--- src/rtl/if_stage_pkg.sv ---
`default_nettype none
// ============================================================================
// if_stage_pkg : fetch FSM encoding and fetch-path constants.   Rev 1.0
// ============================================================================
package if_stage_pkg;

    localparam int STATE_W = 2;

    typedef enum logic [STATE_W-1:0] {
        ST_IDLE = 2'd0,
        ST_REQ  = 2'd1,
        ST_HOLD = 2'd2,
        ST_DROP = 2'd3
    } fetch_state_t;

    localparam logic [31:0] NOP_INST = 32'h0000_0000;
    localparam logic [31:0] PC_INC   = 32'd4;

    function automatic logic [31:0] pc_next(input logic [31:0] pc);
        return pc + PC_INC;
    endfunction

endpackage
`default_nettype wire

--- src/rtl/if_stage_if.sv ---
`default_nettype none
// ============================================================================
// if_stage_if : instruction-memory req/ack bus.                 Rev 1.0
// ============================================================================
interface if_stage_if;

    logic        imem_req_o;
    logic [31:0] imem_addr_o;
    logic        imem_ack_i;
    logic [31:0] imem_data_i;

    modport master (
        output imem_req_o,
        output imem_addr_o,
        input  imem_ack_i,
        input  imem_data_i
    );

    modport slave (
        input  imem_req_o,
        input  imem_addr_o,
        output imem_ack_i,
        output imem_data_i
    );

endinterface
`default_nettype wire

--- src/rtl/if_stage_fetch_ctrl.sv ---
`default_nettype none
// ============================================================================
// fetch_ctrl : fetch FSM, imem request and IF/ID update strobes. Rev 1.0
// ============================================================================
module fetch_ctrl
    import if_stage_pkg::*;
(
    input  wire logic clk_i,
    input  wire logic rst_i,
    input  wire logic start,
    input  wire logic stall,
    input  wire logic mem_stall,
    input  wire logic jump,
    input  wire logic branch,
    input  wire logic eq,
    input  wire logic ack,
    output logic      req,
    output logic      redirect,
    output logic      advance,
    output logic      sel_buf,
    output logic      capture,
    output logic      bubble,
    output logic      drop,
    output logic      faddr_load
);

    fetch_state_t state;
    fetch_state_t state_nxt;
    logic         adv;
    logic         taken;

    assign adv   = start & ~stall & ~mem_stall;
    assign taken = adv & (jump | (branch & eq));

    always_ff @(posedge clk_i or negedge rst_i) begin
        if (!rst_i) begin
            state <= ST_IDLE;
        end else begin
            state <= state_nxt;
        end
    end

    // ack is only looked at in REQ/DROP, where req is high, so a stray
    // ack while req is low has no effect.
    always_comb begin
        state_nxt = state;
        case (state)
            ST_IDLE: begin
                if (start) begin
                    state_nxt = ST_REQ;
                end
            end
            ST_REQ: begin
                if (taken) begin
                    state_nxt = ack ? ST_REQ : ST_DROP;
                end else if (ack && !adv) begin
                    state_nxt = ST_HOLD;
                end
            end
            ST_HOLD: begin
                if (adv) begin
                    state_nxt = ST_REQ;
                end
            end
            ST_DROP: begin
                if (ack) begin
                    state_nxt = ST_REQ;
                end
            end
            default: state_nxt = ST_IDLE;
        endcase
    end

    always_comb begin
        req        = 1'b0;
        redirect   = 1'b0;
        advance    = 1'b0;
        sel_buf    = 1'b0;
        capture    = 1'b0;
        bubble     = 1'b0;
        drop       = 1'b0;
        faddr_load = 1'b0;
        case (state)
            ST_IDLE: begin
                faddr_load = start;
            end
            ST_REQ: begin
                req        = 1'b1;
                redirect   = taken;
                advance    = ack & adv & ~taken;
                bubble     = adv & ~(ack & ~taken);
                capture    = ack & ~adv;
                faddr_load = ack & adv;
            end
            ST_HOLD: begin
                sel_buf    = 1'b1;
                redirect   = taken;
                advance    = adv & ~taken;
                bubble     = taken;
                faddr_load = adv;
            end
            ST_DROP: begin
                // Wrong-path fetch still outstanding: finish it, discard it.
                req        = 1'b1;
                redirect   = taken;
                bubble     = adv;
                drop       = ack;
            end
            default: begin
                req = 1'b0;
            end
        endcase
    end

endmodule
`default_nettype wire

--- src/rtl/if_stage.sv ---
`default_nettype none
// ============================================================================
// if_stage : MIPS instruction fetch with PC, holding buffer and IF/ID reg. Rev 1.0
// ============================================================================
module if_stage
    import if_stage_pkg::*;
#(
    parameter logic [31:0] RESET_PC = 32'h0000_0000
) (
    input  wire logic        clk_i,
    input  wire logic        rst_i,
    input  wire logic        start_i,
    input  wire logic        Stall_i,
    input  wire logic        mem_stall_i,
    input  wire logic        Jump_i,
    input  wire logic        Branch_i,
    input  wire logic        Eq_i,
    input  wire logic [31:0] JumpPC_i,
    input  wire logic [31:0] BranchPC_i,
    if_stage_if.master       imem,
    output logic      [31:0] pc_o,
    output logic      [31:0] inst_o
);

    logic        req;
    logic        redirect;
    logic        advance;
    logic        sel_buf;
    logic        capture;
    logic        bubble;
    logic        drop;
    logic        faddr_load;

    logic [31:0] pc;
    logic [31:0] faddr;
    logic [31:0] hold_buf;
    logic [31:0] target;
    logic [31:0] pc_inc;
    logic [31:0] pc_nxt;

    fetch_ctrl u_fetch_ctrl (
        .clk_i      (clk_i),
        .rst_i      (rst_i),
        .start      (start_i),
        .stall      (Stall_i),
        .mem_stall  (mem_stall_i),
        .jump       (Jump_i),
        .branch     (Branch_i),
        .eq         (Eq_i),
        .ack        (imem.imem_ack_i),
        .req        (req),
        .redirect   (redirect),
        .advance    (advance),
        .sel_buf    (sel_buf),
        .capture    (capture),
        .bubble     (bubble),
        .drop       (drop),
        .faddr_load (faddr_load)
    );

    assign target = Jump_i ? JumpPC_i : BranchPC_i;
    assign pc_inc = pc_next(pc);
    assign pc_nxt = redirect ? target : (advance ? pc_inc : pc);

    assign imem.imem_req_o  = req;
    assign imem.imem_addr_o = faddr;

    always_ff @(posedge clk_i or negedge rst_i) begin
        if (!rst_i) begin
            pc <= RESET_PC;
        end else begin
            pc <= pc_nxt;
        end
    end

    // faddr follows the post-update PC so a redirect taken in the same
    // cycle as the completing ack is fetched next.
    always_ff @(posedge clk_i or negedge rst_i) begin
        if (!rst_i) begin
            faddr <= RESET_PC;
        end else if (faddr_load || drop) begin
            faddr <= pc_nxt;
        end
    end

    always_ff @(posedge clk_i or negedge rst_i) begin
        if (!rst_i) begin
            hold_buf <= NOP_INST;
        end else if (capture) begin
            hold_buf <= imem.imem_data_i;
        end
    end

    always_ff @(posedge clk_i or negedge rst_i) begin
        if (!rst_i) begin
            pc_o   <= 32'h0;
            inst_o <= NOP_INST;
        end else if (advance) begin
            pc_o   <= pc_inc;
            inst_o <= sel_buf ? hold_buf : imem.imem_data_i;
        end else if (bubble) begin
            pc_o   <= 32'h0;
            inst_o <= NOP_INST;
        end
    end

endmodule
`default_nettype wire
--- src/flat_wrapper.sv ---
// flat-port wrapper written by rule: the top's interface ports become plain ports
module if_stage_flat import if_stage_pkg::*;
#(
    parameter logic [31:0] RESET_PC = 32'h0000_0000
)
  (clk_i, rst_i, start_i, Stall_i, mem_stall_i, Jump_i, Branch_i, Eq_i, JumpPC_i, BranchPC_i, pc_o, inst_o, imem_imem_req_o, imem_imem_addr_o, imem_imem_ack_i, imem_imem_data_i);
  if_stage_if imem_i ();
  input  wire logic clk_i;
  input  wire logic rst_i;
  input  wire logic start_i;
  input  wire logic Stall_i;
  input  wire logic mem_stall_i;
  input  wire logic Jump_i;
  input  wire logic Branch_i;
  input  wire logic Eq_i;
  input  wire logic [31:0] JumpPC_i;
  input  wire logic [31:0] BranchPC_i;
  output logic      [31:0] pc_o;
  output logic      [31:0] inst_o;
  output wire logic [$bits(imem_i.imem_req_o)-1:0] imem_imem_req_o;
  output wire logic [$bits(imem_i.imem_addr_o)-1:0] imem_imem_addr_o;
  input wire logic [$bits(imem_i.imem_ack_i)-1:0] imem_imem_ack_i;
  input wire logic [$bits(imem_i.imem_data_i)-1:0] imem_imem_data_i;
  assign imem_imem_req_o = imem_i.imem_req_o;
  assign imem_imem_addr_o = imem_i.imem_addr_o;
  assign imem_i.imem_ack_i = imem_imem_ack_i;
  assign imem_i.imem_data_i = imem_imem_data_i;
  if_stage #(.RESET_PC(RESET_PC)) u_core (.clk_i(clk_i), .rst_i(rst_i), .start_i(start_i), .Stall_i(Stall_i), .mem_stall_i(mem_stall_i), .Jump_i(Jump_i), .Branch_i(Branch_i), .Eq_i(Eq_i), .JumpPC_i(JumpPC_i), .BranchPC_i(BranchPC_i), .imem(imem_i), .pc_o(pc_o), .inst_o(inst_o));
endmodule
--- config.mk ---
export PLATFORM = sky130hd
export DESIGN_NAME = if_stage_flat
export DESIGN_NICKNAME = d
export VERILOG_FILES = /design/src/rtl/if_stage_pkg.sv /design/src/rtl/if_stage_if.sv /design/src/rtl/if_stage_fetch_ctrl.sv /design/src/rtl/if_stage.sv /design/src/flat_wrapper.sv
export SDC_FILE = /design/constraint.sdc
export NUM_CORES = 1
export LEC_CHECK = 0
export ABC_AREA = 0
export BUFFER_PORTS_ARGS = -buffer_cell sky130_fd_sc_hd__buf_2
export CORE_MARGIN = 2
export CORE_UTILIZATION = 54
export DETAILED_ROUTE_END_ITERATION = 8
export PLACE_DENSITY = 0.81
export SLEW_MARGIN = 20
export SYNTH_ARGS = -nofsm -noshare
export SYNTH_HDL_FRONTEND = slang
export SYNTH_SLANG_ARGS = --single-unit
--- constraint.sdc ---
create_clock -name clk_i -period 3.03 [get_ports clk_i]
set_clock_uncertainty 0.05 [all_clocks]
set_input_delay 0.606 -clock clk_i [delete_from_list [all_inputs] [get_ports clk_i]]
set_output_delay 0.606 -clock clk_i [all_outputs]
set_load 0.03 [all_outputs]
Word level (Yosys, flattened, before mapping)
Index checks and enable logic that the tools add are counted.
{"block": "op_classes", "n_mux": 22, "n_eq_ne": 7, "add_sub_neg": 1, "n_reduce_logical": 8, "bitwise_logic": 16, "mul": 0, "n_shift": 0, "div": 0, "order_cmp": 0}
{"operator": "$mux W32", "count": 7}
{"operator": "$add A32 B3 Y32 const B", "count": 1}
{"operator": "$mux W2", "count": 6}
{"operator": "$and A1 B1 Y1", "count": 10}
{"operator": "$pmux W2 S4", "count": 1}
{"operator": "$ne A2 B2 Y1 const B", "count": 3}
{"operator": "$pmux W1 S3", "count": 2}
{"operator": "$mux W1", "count": 5}
{"operator": "$not A1 Y1", "count": 5}
{"operator": "$eq A2 B2 Y1 const B", "count": 2}
{"operator": "$reduce_and A4 Y1", "count": 1}
{"operator": "$ne A3 B3 Y1 const B", "count": 1}
{"operator": "$reduce_or A3 Y1", "count": 1}
{"operator": "$eq A2 B1 Y1 const B", "count": 1}
{"operator": "$logic_not A2 Y1", "count": 1}
{"operator": "$pmux W1 S2", "count": 1}
{"operator": "$reduce_bool A2 Y1", "count": 1}
{"operator": "$reduce_or A2 Y1", "count": 1}
{"operator": "$logic_and A1 B1 Y1", "count": 1}
{"operator": "$logic_not A1 Y1", "count": 1}
{"operator": "$logic_or A1 B1 Y1", "count": 1}
{"operator": "$or A1 B1 Y1", "count": 1}
{"block": "totals", "mem_bits_rw": 0, "n_memories": 0, "latchBits": 0, "reg_bits": 162, "output_inout_bits": 97, "mem_bits_ro": 0}

Logic depth before layout (Yosys ltp)
{"block": "logic_depth", "word_depth": 11, "mapped_depth": 10, "depth_no_buf": 8}

Cells and area by module
From an unflattened synthesis, not the netlist that was laid out.
{"block": "hier_totals", "cells_unflattened": 747, "area_unflattened_um2": 7950.1}
{"module": "if_stage", "n_inst": 1, "cells_per_inst": 709, "area_each_um2": 7651.1, "seq_area_each_um2": 4003.8}
{"module": "fetch_ctrl", "n_inst": 1, "cells_per_inst": 38, "area_each_um2": 299.0, "seq_area_each_um2": 50.0}

Worst setup path after synthesis
Ideal clock, no wire load.
{"block": "synth_path", "path_type": "input port to flip-flop", "start": "input port mem_stall_i", "end": "register u_core.faddr[16], in the netlist u_core.imem.imem_addr_o[16]", "required_ns": 2.855, "path_slack_ns": 0.528, "stages": 8, "setup_ns": 0.125, "t_arrival_ns": 2.327, "cell_sequence": "or3b_1 -> clkbuf_1 -> or3_1 -> buf_2 -> buf_2 -> a211oi_1 -> a31oi_1 -> mux2_2"}
{"block": "synth_via", "elab_chain_cells": 8, "word_cells_on_any_way": 13, "cone_classes": "mux: 5; bitwise: 7; reduce/logical: 1"}
{"element": "start: declaration", "line_no": "flat_wrapper.sv:12", "rtl": "input wire logic mem_stall_i;"}
{"element": "$not A1 Y1 *", "line_no": "if_stage_fetch_ctrl.sv:32", "rtl": "assign adv = start & ~stall & ~mem_stall;"}
{"element": "$and A1 B1 Y1 *", "line_no": "if_stage_fetch_ctrl.sv:32"}
{"element": "$and A1 B1 Y1", "line_no": "if_stage_fetch_ctrl.sv:33", "rtl": "assign taken = adv & (jump | (branch & eq));"}
{"element": "$not A1 Y1", "line_no": "if_stage_fetch_ctrl.sv:90, if_stage_fetch_ctrl.sv:98"}
{"element": "$and A1 B1 Y1, on equally long branches", "line_no": "if_stage_fetch_ctrl.sv:98, if_stage_fetch_ctrl.sv:90"}
{"element": "$pmux W1 S2", "line_no": "if_stage_fetch_ctrl.sv:83", "rtl": "case (state)"}
{"element": "$mux W32", "line_no": "if_stage.sv:63", "rtl": "assign pc_nxt = redirect ? target : (advance ? pc_inc : pc);"}
{"element": "$mux W32 *", "line_no": "if_stage.sv:63"}
{"element": "net u_core.pc_nxt[16]", "line_no": "if_stage.sv:39", "rtl": "logic [31:0] pc_nxt;"}
{"element": "end signal: assignment", "line_no": "if_stage.sv:82", "rtl": "faddr <= pc_nxt;"}
{"element": "end: declaration", "line_no": "if_stage.sv:35", "rtl": "logic [31:0] faddr;"}
Mark *: on every way through the listed nets, which the timed path passes. The rest lies on a longest branch.
A chain may end at the register's enable or synchronous reset.

Worst setup path after layout
{"block": "layout_path", "start": "register u_core.pc[2]", "end": "register u_core.faddr[18], in the netlist u_core.imem.imem_addr_o[18]"}
{"block": "layout_via", "elab_chain_cells": 3}
{"element": "start: declaration", "line_no": "if_stage.sv:34", "rtl": "logic [31:0] pc;"}
{"element": "start signal: assignment", "line_no": "if_stage.sv:72", "rtl": "pc <= pc_nxt;"}
{"element": "$add A32 B3 Y32", "line_no": "if_stage_pkg.sv:20", "rtl": "return pc + PC_INC;"}
{"element": "$mux W32 (2 in series)", "line_no": "if_stage.sv:63"}
{"element": "net u_core.pc_nxt[18]", "line_no": "if_stage.sv:39"}
The timed path passes the listed nets, and every way through them passes these cells.

==> flow_metrics.py <==
metrics = {
    "outcome": {
        "status": "complete, no violations",
    },
    "final_layout": {
        "fin_area_um2": 9730,
        "diodes": 0,
        "fin_cells": 1141,
        "final_common_cell": "buf_2",
        "num-fill-cells": 1104,
        "drive_gt1_share_pct": 33.1,
        "final_core_util_pct": 67.5,
        "area_growth_pct": 22.6,
        "nNetsFinal": 1057,
        "multi_input_area_um2": 3650,
        "register_area_um2": 4050,
        "final_cell_mix": "buf_2 (200), dfrtp_1 (162), nand2_1 (94)",
    },
    "synthesis": {
        "yosysSeqAreaShare_pct": 51.1,
        "ys_warn_count": 0,
        "synth-adder-area-share_pct": 1.26,
        "yosys.area.top_type": "dfrtp_1",
        "syn_area_um2": 7940,
        "synth_xor_area_share_pct": 3.64,
        "synth_cells": 759,
        "synth_compound_area_share_pct": 13.6,
        "ys_ff_latch": 162,
        "synth_edf_count": 0,
        "ys_async_sr_fraction_pct": 100,
        "yosys.area_share.simple_pct": 14.6,
        "synthMuxAreaShare_pct": 12.6,
        "synth_top_family_by_area": "simple AND/OR/NAND/NOR gates",
        "synthDistinctLibCells": 50,
        "yosys-top-cells-area": "dfrtp_1 (51%), mux2_2 (7.4%), mux2i_1 (5.0%), o21ai_0 (4.7%), nand2_1 (4.4%)",
        "yosys.area.top_type_share_pct": 51.1,
        "synthFlopType": "dfrtp_1",
        "avgSynthCellArea_um2": 10.5,
        "synth_fp_nets": 872,
    },
    "worst_setup_path": {
        "crit_arrival_ps": 2950,
        "critPathMaxStageDelay_ps": 670,
        "path_buf_inv": 0,
        "critPathKind": "reg2reg",
        "cp-end-kind": "register",
        "slowest_stage": "or4_1",
        "path_cells": "ha_1 > nand4_1 > or4_1 > or4_1 > a31oi_1 > mux2_2",
        "cpMostUsedCell": "or4_1",
        "crit_family": "simple AND/OR/NAND/NOR gates",
        "startpoint_type": "register",
        "required_ps": 3350,
        "crit_fanout": 5,
    },
    "placed_design": {
        "gp_congestion": 0.874,
        "numPortBuffers": 201,
        "dpl_cell_area_um2": 9160,
        "dp_hpwl_um": 14000,
        "pre_cts_ws_ps": 315,
        "place_inst": 1109,
    },
    "timing": {
        "worst_slew_pin_slew_ps": 633,
        "hold_slack_ps": 74.7,
        "finalWorstSetupSlack_ps": 393,
        "finalSetupViolations": 0,
        "rsz0062_at_grt": "no",
        "final-hold-violation-count": 0,
        "fmax_mhz": 379,
        "period_minus_slack_ps": 2640,
        "tns_ps": 0,
        "period_share_pct": 87.0,
        "slew_viol_final": 0,
        "slew_headroom_pct": 57.8,
    },
    "routing": {
        "wl_per_cell_um": 17.8,
        "firstDrtPassIters": 5,
        "drc_errors": 0,
        "vias_per_cell": 5.83,
        "vias": 6653,
        "ant_nets": 0,
        "drt_iter0_markers": 567,
        "wl_um": 20300,
    },
    "die": {
        "die_h_um": 125,
        "coreArea_um2": 14400,
        "fp.dieW_um": 125,
        "fp-row-count": 44,
        "io_pins": 202,
        "initial_core_util_pct": 55.0,
        "floorplan.die_area_um2": 15700,
    },
    "clock_tree": {
        "clock_sinks": 162,
        "htree_levels": 4,
        "clock-root-buffer": "clkbuf_16",
        "cts_tree": "yes",
        "ctsLongestPathBuffers": 2,
        "cts_resized": 0,
        "clkTransAtPathRegs_ps": 60,
        "clkLatencyLatePin_ps": 430,
        "hold_buffers": 0,
        "cts_setup_buffers": 0,
        "cts_buffers": 17,
    },
    "grt": {
        "grt_usage_pct": 26.2,
        "met1_usage_pct": 35.4,
        "grt_max_degree": 83,
        "grt_pass1_vias": 6549,
        "antenna_found_initial": 1,
        "top_usage_layer": "met2",
        "overflow": 0,
        "grt_first_pass_wirelength_um": 32700,
        "gr-usage-met3_pct": 6.03,
        "met2_usage_pct": 42.5,
    },
    "pwr": {
        "powerDensity_nw_per_um2": 1070,
        "p_total_mw": 10.4,
        "ir_worst_vdd_uv": 536,
        "p_leak_nw": 4.43,
    },
    "flow_run": {
        "drv_cap": 0,
    },
    "min_path": {
        "hold_class": "in2async",
    },
}
## worst reg2reg max path: stages (launching register included)
cell and delay [ps]:
dfrtp_1 440, ha_1 310, nand4_1 190, or4_1 680
or4_1 510, a31oi_1 220, mux2_2 180
## kinds of logic (layout without fill, tap and decap cells)
group,after synthesis,in the layout
AND/OR/NAND/NOR,226,226
flip-flops,162,162
buffers and inverters,63,261
adder cells (fa/ha/maj),8,8
AO/OA/AOI/OAI,174,174
XOR/XNOR,33,33
multiplexers,93,93
## report_power, final
| group | leakage (nW) | switching (mW) | internal (mW) |
|---|---|---|---|
| Combinational | 2.15 | 2.74 | 1.60 |
| Sequential | 2.01 | 0.806 | 3.17 |
| Clock | 0.273 | 0.849 | 1.25 |
| Total | 4.43 | 4.40 | 6.02 |
## routing by layer
metal  share of wire (%)  up-vias
li1                    -     3101
met1                  43     3239
met2                  48      279
met3                 6.8       32
met4                 1.9        2
met5               0.064        -
## layout make-up
class | instances | share of cell area, %
Clock inverter | 9 | 1.09
Tap cell | 184 | 2.37
Clock buffer | 23 | 4.81
Timing Repair Buffer | 219 | 12.2
Sequential cell | 162 | 41.7
Multi-Input combinational cell | 534 | 37.5
Inverter | 10 | 0.386
## state kept, by name, summed over array words and instances (netlist names)
name                       flops
u_core.pc                     32
u_core.inst_o                 32
u_core.hold_buf               32
u_core.u_fetch_ctrl.state      2
u_core.pc_o                   32
u_core.imem.imem_addr_o       32
## synthesized netlist by cell type, types with 5 or more instances
cell type,n
a31o_2,6
nor2b_1,25
dfrtp_1,162
xor2_1,21
nor4_1,9
or3_1,9
o31ai_1,7
a22o_1,5
nand4_1,17
buf_2,11
a21oi_1,19
a211oi_1,24
inv_1,10
mux2_2,52
and3_1,6
a31oi_1,16
mux2i_1,40
ha_1,8
nor3_1,7
nand2_1,94
nor2_1,20
o21ai_0,75
nand3_1,16
xnor2_1,12
and4_1,9
clkbuf_1,39
## worst paths after layout
kind	startpoint	endpoint	slack (ps)	depth (start not counted)
setup / recovery	u_core.pc[2]	u_core.imem.imem_addr_o[18]	390	6
hold / removal	rst_i	u_core.imem.imem_addr_o[15]	70	1
setup reg to reg	u_core.pc[2]	u_core.imem.imem_addr_o[18]	390	6
hold reg to reg	u_core.pc_o[3]	u_core.pc_o[3]	420	2
max in group asynchronous	rst_i	u_core.pc_o[7]	2080	2
min in group clk_i	imem_imem_data_i[1]	u_core.hold_buf[1]	380	2
Power figures use the tool's default switching activity.
